### src/rtl/pwm_clk_gen_pkg.sv
// Shared definitions for the multi-channel PWM / clock generator.
package pwm_pkg;

  localparam int CNT_W_DEF = 10;

  typedef enum logic {
    IDLE = 1'b0,
    RUN  = 1'b1
  } state_t;

  // Config address width: channel duties at 0..n_ch-1, period at n_ch.
  function automatic int addr_w(input int n_ch);
    return $clog2(n_ch + 1);
  endfunction

  function automatic int addr_period(input int n_ch);
    return n_ch;
  endfunction

endpackage

### src/rtl/pwm_clk_gen_if.sv
// Configuration write port of pwm_clk_gen: write strobe, address, data and status.
interface pwm_cfg_if #(
  parameter int N_CH  = 4,
  parameter int CNT_W = pwm_pkg::CNT_W_DEF
);
  import pwm_pkg::*;

  localparam int AW = addr_w(N_CH);

  logic            cfg_wr;
  logic [AW-1:0]   cfg_addr;
  logic [CNT_W:0]  cfg_data;
  logic            cfg_err;
  logic            upd_pending;

  modport master (
    output cfg_wr, cfg_addr, cfg_data,
    input  cfg_err, upd_pending
  );

  modport slave (
    input  cfg_wr, cfg_addr, cfg_data,
    output cfg_err, upd_pending
  );

endinterface

### src/rtl/pwm_clk_gen_chan.sv
// One PWM channel: double-buffered duty, compare against the shared counter,
// optional inversion and a registered output.
module pwm_chan
  import pwm_pkg::*;
#(
  parameter int CNT_W    = CNT_W_DEF,
  parameter bit INV      = 1'b0,
  parameter int RST_DUTY = 307
) (
  input  logic             CLK,
  input  logic             RST,
  input  logic             shd_we,
  input  logic [CNT_W:0]   shd_data,
  input  logic             apply,
  input  logic             run,
  input  logic [CNT_W-1:0] cnt,
  output logic             pwm
);

  logic [CNT_W:0] duty_shd_q;
  logic [CNT_W:0] duty_act_q;
  logic           cmp;

  // Duty is one bit wider than the counter so 100% is reachable at max period.
  assign cmp = ({1'b0, cnt} < duty_act_q) ^ INV;

  always_ff @(posedge CLK or posedge RST) begin
    if (RST) begin
      duty_shd_q <= (CNT_W + 1)'(RST_DUTY);
      duty_act_q <= (CNT_W + 1)'(RST_DUTY);
      pwm        <= 1'b0;
    end else begin
      // Transfer reads the shadow before a same-edge write updates it.
      if (apply) duty_act_q <= duty_shd_q;
      if (shd_we) duty_shd_q <= shd_data;
      pwm <= run ? cmp : 1'b0;
    end
  end

endmodule

### src/rtl/pwm_clk_gen.sv
// Multi-channel PWM / clock generator: shared period counter, run/stop FSM,
// double-buffered period and duty applied only at period boundaries.
//
// state | meaning
// IDLE  | stopped: cnt held at 0, outputs low, shadow writes accepted
// RUN   | counting 0..active_period, outputs follow per-channel compare
module pwm_clk_gen
  import pwm_pkg::*;
#(
  parameter int              N_CH       = 4,
  parameter int              CNT_W      = CNT_W_DEF,
  parameter logic [N_CH-1:0] INV_MASK   = '0,
  parameter int              RST_PERIOD = 1023,
  parameter int              RST_DUTY   = 307
) (
  input  logic            CLK,
  input  logic            RST,
  input  logic            enable,
  pwm_cfg_if.slave        cfg,
  output logic            period_tick,
  output logic [N_CH-1:0] pwm_o
);

  localparam int            AW     = addr_w(N_CH);
  localparam logic [AW-1:0] ADDR_P = AW'(addr_period(N_CH));

  state_t           state_q, state_d;
  logic [CNT_W-1:0] cnt_q, cnt_d;
  logic [CNT_W-1:0] per_act_q, per_shd_q;
  logic             wrap, entry, apply, run;
  logic             wr_ok, wr_bad, per_we;
  logic [N_CH-1:0]  duty_we;
  logic             pend_q, err_q;

  always_ff @(posedge CLK or posedge RST) begin
    if (RST) begin
      state_q <= IDLE;
      cnt_q   <= '0;
    end else begin
      state_q <= state_d;
      cnt_q   <= cnt_d;
    end
  end

  always_comb begin
    state_d = state_q;
    cnt_d   = cnt_q;
    wrap    = 1'b0;
    entry   = 1'b0;
    case (state_q)
      IDLE: begin
        cnt_d = '0;
        if (enable) begin
          state_d = RUN;
          entry   = 1'b1;
        end
      end
      RUN: begin
        wrap  = (cnt_q == per_act_q);
        cnt_d = wrap ? '0 : cnt_q + 1'b1;
        if (!enable) begin
          state_d = IDLE;
          cnt_d   = '0;
        end
      end
      default: begin
        state_d = IDLE;
        cnt_d   = '0;
      end
    endcase
  end

  assign apply       = wrap | entry;
  // Outputs are forced low on the edge that leaves RUN and on the entry edge.
  assign run         = (state_q == RUN) && enable;
  assign period_tick = wrap;

  assign wr_ok  = cfg.cfg_wr && (cfg.cfg_addr <= ADDR_P);
  assign wr_bad = cfg.cfg_wr && (cfg.cfg_addr >  ADDR_P);
  assign per_we = wr_ok && (cfg.cfg_addr == ADDR_P);

  always_comb begin
    duty_we = '0;
    for (int i = 0; i < N_CH; i++) begin
      duty_we[i] = wr_ok && (cfg.cfg_addr == AW'(i));
    end
  end

  always_ff @(posedge CLK or posedge RST) begin
    if (RST) begin
      per_act_q <= CNT_W'(RST_PERIOD);
      per_shd_q <= CNT_W'(RST_PERIOD);
      pend_q    <= 1'b0;
      err_q     <= 1'b0;
    end else begin
      if (apply) per_act_q <= per_shd_q;
      if (per_we) per_shd_q <= cfg.cfg_data[CNT_W-1:0];
      // A write landing on the apply edge stays pending for the next boundary.
      pend_q <= (pend_q & ~apply) | wr_ok;
      err_q  <= wr_bad;
    end
  end

  assign cfg.upd_pending = pend_q;
  assign cfg.cfg_err     = err_q;

  for (genvar i = 0; i < N_CH; i++) begin : g_ch
    pwm_chan #(
      .CNT_W    (CNT_W),
      .INV      (INV_MASK[i]),
      .RST_DUTY (RST_DUTY)
    ) u_chan (
      .CLK      (CLK),
      .RST      (RST),
      .shd_we   (duty_we[i]),
      .shd_data (cfg.cfg_data),
      .apply    (apply),
      .run      (run),
      .cnt      (cnt_q),
      .pwm      (pwm_o[i])
    );
  end

endmodule

### src/flat_wrapper.sv
// flat-port wrapper written by rule: the top's interface ports become plain ports
module pwm_clk_gen_flat import pwm_pkg::*;
#(
  parameter int              N_CH       = 4,
  parameter int              CNT_W      = CNT_W_DEF,
  parameter logic [N_CH-1:0] INV_MASK   = '0,
  parameter int              RST_PERIOD = 1023,
  parameter int              RST_DUTY   = 307
)
  (CLK, RST, enable, period_tick, pwm_o, cfg_cfg_wr, cfg_cfg_addr, cfg_cfg_data, cfg_cfg_err, cfg_upd_pending);
  pwm_cfg_if #(.N_CH(N_CH), .CNT_W(CNT_W)) cfg_i ();
  input  logic CLK;
  input  logic RST;
  input  logic enable;
  output logic period_tick;
  output logic [N_CH-1:0] pwm_o;
  input wire logic [$bits(cfg_i.cfg_wr)-1:0] cfg_cfg_wr;
  input wire logic [$bits(cfg_i.cfg_addr)-1:0] cfg_cfg_addr;
  input wire logic [$bits(cfg_i.cfg_data)-1:0] cfg_cfg_data;
  output wire logic [$bits(cfg_i.cfg_err)-1:0] cfg_cfg_err;
  output wire logic [$bits(cfg_i.upd_pending)-1:0] cfg_upd_pending;
  assign cfg_i.cfg_wr = cfg_cfg_wr;
  assign cfg_i.cfg_addr = cfg_cfg_addr;
  assign cfg_i.cfg_data = cfg_cfg_data;
  assign cfg_cfg_err = cfg_i.cfg_err;
  assign cfg_upd_pending = cfg_i.upd_pending;
  pwm_clk_gen #(.N_CH(N_CH), .CNT_W(CNT_W), .INV_MASK(INV_MASK), .RST_PERIOD(RST_PERIOD), .RST_DUTY(RST_DUTY)) u_core (.CLK(CLK), .RST(RST), .enable(enable), .cfg(cfg_i), .period_tick(period_tick), .pwm_o(pwm_o));
endmodule
### config.mk
export PLATFORM = sky130hd
export DESIGN_NAME = pwm_clk_gen_flat
export DESIGN_NICKNAME = d
export VERILOG_FILES = /design/src/rtl/pwm_clk_gen_pkg.sv /design/src/rtl/pwm_clk_gen_if.sv /design/src/rtl/pwm_clk_gen_chan.sv /design/src/rtl/pwm_clk_gen.sv /design/src/flat_wrapper.sv
export SDC_FILE = /design/constraint.sdc
export NUM_CORES = 1
export LEC_CHECK = 0
export CORE_ASPECT_RATIO = 1.5
export CORE_UTILIZATION = 40
export CTS_CLUSTER_DIAMETER = 50
export CTS_CLUSTER_SIZE = 12
export DETAILED_ROUTE_END_ITERATION = 8
export PLACE_DENSITY = 0.58
export REMOVE_ABC_BUFFERS = 1
export SETUP_SLACK_MARGIN = 0.05
export SYNTH_ARGS = -nofsm -noshare
export SYNTH_HDL_FRONTEND = slang
export SYNTH_HIERARCHICAL = 1
export SYNTH_SLANG_ARGS = --single-unit
### constraint.sdc
create_clock -name CLK -period 1.95 [get_ports CLK]
set_input_delay 0.39 -clock CLK [delete_from_list [all_inputs] [get_ports CLK]]
set_output_delay 0.39 -clock CLK [all_outputs]
set_load 0.03 [all_outputs]
=== Word level (Yosys, flattened, before mapping) ===
Cells that the tools add are included.

* $add $sub $neg: 1
* Order comparisons: 6
* Equality and inequality tests: 5
* Multiplexer cells: 10
* Bitwise logic cells: 5
* Reduce and logical (&&, ||, !) cells: 9

{| class="wikitable"
|+ Operator list
! kind !! number
|-
| $lt 10x11->1 || 4
|-
| $mux 10 || 2
|-
| $pmux 10 s2 || 1
|-
| $add 10x1->10 const B || 1
|-
| $eq 10x10->1 || 1
|-
| $logic_and 1x1->1 || 8
|-
| $mux 1 || 7
|-
| $eq 3x2->1 const B || 2
|-
| $eq 3x1->1 const B || 1
|-
| $eq 3x3->1 const B || 1
|-
| $gt 3x3->1 const B || 1
|-
| $le 3x3->1 const B || 1
|-
| $logic_not 3->1 || 1
|-
| $not 1->1 || 2
|-
| $or 1x1->1 || 2
|-
| $and 1x1->1 || 1
|}

* Register bits: 125
* Input bits: 18
* Output and inout port bits: 7
* Logic and storage cells: 54

=== Depth between registers and ports, before layout ===
* Depth in word-level cells: 6
* Depth in mapped cells: 8

=== Modules after synthesis ===
Netlist, hierarchy kept.

{| class="wikitable"
|+ By module, submodules not included
! module !! times used !! cells each !! area an instance (µm²)
|-
| pwm_chan || 4 || 90 || 1082.3
|-
| pwm_clk_gen || 1 || 121 || 1546.5
|}

=== Worst setup path before layout ===
OpenSTA, ideal clock, no wires.

* Path type: flip-flop to output port
* From: register u_core.per_act_q[0]
* To: output period_tick
* Data arrival time: 1.758 ns
* Required time: 1.560 ns
* Slack: -0.198 ns
* Cell stages (with the launch flop): 6
* Path buffers: 0
* Path through: dfstp_2 > xnor2_1 > nand2_1 > nor2_1 > nand2_1 > nor4_1

* Longest elaborated chain between the ends: 2

{| class="wikitable"
|+ Ends and longest elaborated chain
! what !! RTL line !! RTL
|-
| start: declaration || pwm_clk_gen.sv:29 || <nowiki>logic [CNT_W-1:0] per_act_q, per_shd_q;</nowiki>
|-
| start signal: assignment || pwm_clk_gen.sv:91 || <nowiki>per_act_q <= CNT_W'(RST_PERIOD);</nowiki>
|-
| start signal: assignment || pwm_clk_gen.sv:96 || <nowiki>if (apply) per_act_q <= per_shd_q;</nowiki>
|-
| $eq 10x10->1 || pwm_clk_gen.sv:59 || <nowiki>wrap = (cnt_q == per_act_q);</nowiki>
|-
| $mux 1 || pwm_clk_gen.sv:50 || <nowiki>case (state_q)</nowiki>
|-
| end: declaration || flat_wrapper.sv:15 || <nowiki>output logic period_tick;</nowiki>
|}

Every way passes these cells.

=== Final worst setup path ===
* From: register u_core.per_act_q[8]
* To: output period_tick

The elaborated chain is that of the path after synthesis.

==> impl_metrics.sql <==
INSERT INTO impl_metrics (metric_group, metric, value, unit) VALUES
('status', 'status', 'complete, but fails checks', ''),
('status', 'failed_checks', 'negative setup slack', ''),
('layout', 'area_delta_synth_final', '29.43', '%'),
('power', 'ir_drop', '463.4', 'uV'),
('worst_setup_path', 'regToRegStartpoint', 'u_core/per_act_q[8]', ''),
('power', 'p_leak', '0.003361', 'uW'),
('floorplan', 'die_x', '101.0', 'microns'),
('place', 'globalplace.congestion', '0.7958', ''),
('power', 'fin_total_pwr', '8556', 'uW'),
('worst_setup_path', 'slowest_cell_delay_on_critical_path', '550', 'ps'),
('floorplan', 'fp.coreArea', '14190', 'sq um'),
('drt', 'totalWireLength', '14290', 'microns'),
('worst_setup_path', 'critical_path_arrival', '1750', 'ps'),
('worst_setup_path', 'critical_path.top_delay_family', 'flip-flops', ''),
('synth', 'synthesis.area', '5876', 'sq um'),
('cts', 'cts_hold_buffers', '0', ''),
('worst_hold_path', 'hold_sp', 'u_core/g_ch[1].u_chan/duty_shd_q[8]', ''),
('drt', 'drt_first_pass_iters', '4', ''),
('layout', 'drive_gt1_share', '45.26', '%'),
('worst_setup_path', 'worstPathMaxFanout', '2', ''),
('worst_hold_path', 'hold_class', 'reg -> reg', ''),
('timing', 'setup-violations-final', '34', ''),
('cts', 'cts.htree.levels', '4', ''),
('worst_setup_path', 'critPathMostFrequentCell', 'nand2_1', ''),
('place', 'place_hpwl', '9140', 'microns'),
('timing', 'final.min_clock_period', '2142', 'ps'),
('place', 'preCtsSetupSlack', '-80.03', 'ps'),
('cts', 'cts_buffer_depth', '2', ''),
('cts', 'tritoncts.num_buffers', '17', ''),
('worst_setup_path', 'cp-start-kind', 'flop', ''),
('timing', 'finClkSkew', '8.881', 'ps'),
('layout', 'diodes', '0', ''),
('layout', 'final_layout_net_count', '612', ''),
('timing', 'worstMarginPinSlew', '447.2', 'ps'),
('worst_setup_path', 'crit_path_cell_trace', 'xnor2_2 > nand2_1 > nor2_1 > nand2_1 > nor4_2 > buf_4', ''),
('synth', 'yosys.cell_types.count', '31', ''),
('drt', 'num_vias', '3825', ''),
('power', 'p_switching', '2213', 'uW'),
('worst_setup_path', 'startpoint', 'u_core/per_act_q[8]', ''),
('floorplan', 'die_h', '150.4', 'microns'),
('cts', 'clock_sink_count', '125', ''),
('place', 'place.port_buffers', '24', ''),
('synth', 'post_synth_inst_count', '481', ''),
('timing', 'maxSlewViolCount', '0', ''),
('timing', 'fmaxAchievable', '466.9', 'MHz'),
('timing', 'setup_slack', '-191.9', 'ps'),
('worst_setup_path', 'critical_path_buf_inv_count', '1', ''),
('power', 'p_per_area', '1125', 'nW/um^2'),
('worst_setup_path', 'worstSetupEndpointType', 'output pin', ''),
('drt', 'drt-initial-drc-count', '153', ''),
('cts', 'cts-root-buf', 'clkbuf_16', ''),
('cts', 'clkLatencyLatePin', '420', 'ps'),
('job', 'maxCapViolations', '0', ''),
('worst_setup_path', 'worstSetupPathType', 'reg -> out', ''),
('power', 'power.clock.fraction', '37.2', '%'),
('drt', 'drcViolationCount', '0', ''),
('synth', 'synth_seq_area_share', '54.51', '%'),
('timing', 'final_count_of_hold_timing_violations', '0', ''),
('synth', 'syn_area_per_cell', '12.22', 'sq um'),
('global_route', 'grt_pass1_wl', '21890', 'microns'),
('drt', 'routedWlPerCell', '18.75', 'microns'),
('cts', 'clock_input_transition_at_the_sequential_cells_of_the_worst_setup_and_hold_paths', '60', 'ps'),
('power', 'logic_gate_share_of_total_power', '19.4', '%'),
('timing', 'crit_share_post_route', '109.8', '%'),
('global_route', 'initial_antenna_violation_count', '0', ''),
('floorplan', 'initial_utilization', '41.40', '%'),
('global_route', 'grt_max_degree', '34', ''),
('worst_setup_path', 'critPathRequiredTime', '1560', 'ps'),
('global_route', 'globalRoute.totalOverflow', '0', ''),
('global_route', 'grt_pass1_vias', '3929', ''),
('drt', 'post_drt_via_cell_ratio', '5.020', ''),
('floorplan', 'design.die.area', '15190', 'sq um'),
('power', 'p_seq_share', '43.4', '%'),
('power', 'p_sw_share', '25.86', '%'),
('worst_setup_path', 'crit_path_top_delay_cell', 'dfstp_2', ''),
('floorplan', 'count_of_pins_on_the_block_boundary', '25', ''),
('timing', 'rsz0062_at_grt', 'true', ''),
('drt', 'postRouteAntennaNets', '0', ''),
('layout', 'fillerInstances', '1241', ''),
('global_route', 'grt.total_usage', '20.33', '%'),
('power', 'internal_power', '6343', 'uW'),
('cts', 'tritoncts', 'built', ''),
('synth', 'ys.warnings.count', '6', ''),
('floorplan', 'num_rows', '53', ''),
('synth', 'ys_ff_latch', '125', ''),
('timing', 'slew_headroom', '70.09', '%');
[worst paths after layout]
path / to / slack [ps] / cells after the start
max: period_tick / -190 / 6
min: u_core/g_ch[1].u_chan/duty_act_q[8] / 470 / 2
max reg2reg: u_core/g_ch[1].u_chan/duty_act_q[10] / -110 / 8
min reg2reg: u_core/g_ch[1].u_chan/duty_act_q[8] / 470 / 2
max in group asynchronous: u_core/per_act_q[7] / 1060 / 3
min in group asynchronous: u_core/g_ch[0].u_chan/duty_shd_q[3] / 480 / 3
[through the flow]
| stage | TNS, ps | hold slack (ps) | instances | cell area (sq um) | util, % |
|---|---|---|---|---|---|
| 2_1_floorplan | -8339 | 384.5 | 467 | 5774 | - |
| 3_3_place_gp | -302.3 | 462.0 | 715 | 6549 | 46.15 |
| 3_5_place_dp | -1261 | 471.0 | 715 | 6549 | 46.15 |
| 4_1_cts | -490.9 | 471.7 | 757 | 7486 | 52.75 |
| 5_1_grt | -5240 | 475.9 | 762 | 7605 | 53.59 |
| 6_report | -1589 | 466.5 | 762 | 7605 | 53.59 |
[repair_timing]
| item | CTS | global route |
|---|---|---|
| setup endpoints to repair | 36 | 62 |
| gates resized for setup | 70 | 32 |
| pin swaps | 10 | 2 |
| buffers inserted | 8 | 2 |
| endpoints found under the hold margin | 0 | 0 |
| cloned | 2 | 4 |
[placed cells by master, fill, tap and decap left out, types with 12 or more instances in the layout]
cell type         n
nor2_1           14
clkdlybuf4s50_1  23
dfstp_2          60
nand2_2          12
nand2_1          34
mux2_4           18
mux2_2           55
nand3_1          12
buf_4            24
inv_1            43
ha_1             37
clkbuf_16        20
a21oi_1          12
o21ai_1          26
dfrtp_1          65
[per-layer routing]
metal / global-route usage [%] / vias to the layer above / wire [microns]
met5: 0 / - / 0
met4: 5.870 / 0 / 172
met3: 4.457 / 12 / 302
met2: 35.14 / 56 / 7589
met1: 25.39 / 1948 / 6225
li1: - / 1809 / -
[worst register-to-register path, stage by stage (launching register included)]
cell and delay, ps:
dfstp_2 550, xnor2_2 120, nand2_1 90, buf_4 150, nor4_4 220, mux2_4 270, buf_12 150, buf_12 120
mux2_4 290
[registers in the layout, summed over array words and instances (netlist names)]
register / count
u_core/g_ch.u_chan/duty_act_q: 44
u_core/per_shd_q: 10
u_core/g_ch.u_chan/duty_shd_q: 44
u_core/cnt_q: 10
u_core/cfg.cfg_err: 1
u_core/state_q: 1
u_core/cfg.upd_pending: 1
u_core/g_ch.u_chan/pwm: 4
u_core/per_act_q: 10
[synthesized netlist by cell type]
cell type,instances,area [sq um]
nand4b_1,4,35.03
mux2_4,9,135.1
nor4_1,1,6.260
and4_1,1,8.760
nand3_1,12,60.06
xor2_1,5,43.79
dfstp_2,60,1577
mux2_2,64,720.7
nor2_1,14,52.55
nand2_1,46,172.7
nor3_2,5,50.05
nand2b_1,5,31.28
a21oi_2,4,35.03
and2_1,2,12.51
ha_1,37,462.9
and4b_1,1,10.01
o21ai_0,38,190.2
nor4bb_1,2,20.02
buf_6,5,56.30
dfrtp_1,65,1627
a21oi_1,12,60.06
nor4b_1,1,8.760
xnor2_1,13,113.9
a211oi_2,4,50.05
o21ai_1,4,20.02
nor4_2,1,12.51
and3_1,1,6.260
inv_1,43,161.4
a21o_1,8,60.06
buf_2,9,45.04
nand4_1,5,31.28
[power by group through the flow]
stage	registers, uW	clock network [uW]	logic [uW]
final	3710	3190	1660
after global routing	3790	3370	1830
after floorplan	3650	0	1010
after CTS	3710	3250	1610
after global placement	3700	0	1350
after detailed placement	3720	0	1400
[area by class of cell]
cell class                 count  area, sq um  area share [%]
tap                          192        240.2           3.159
sequential                   125         3203           42.12
inverter                      43        161.4           2.122
clock buffer                  20        456.7           6.005
multi-input combinational    299         2585           33.99
clock inverter                12        143.9           1.892
timing repair buffer          71        814.5           10.71
[kinds of logic (layout without fill, tap and decap cells)]
group           after synthesis  count (layout)  share of synthesized area (%)
buf+inv                      57             146                          4.472
xor+xnor                     18              18                          2.683
mux                          73              73                          14.57
simple gates                101             101                          8.816
compound gates               70              70                          7.070
flops                       125             125                          54.51
fa+ha+maj                    37              37                          7.879
(Power assumes the default switching activity.)
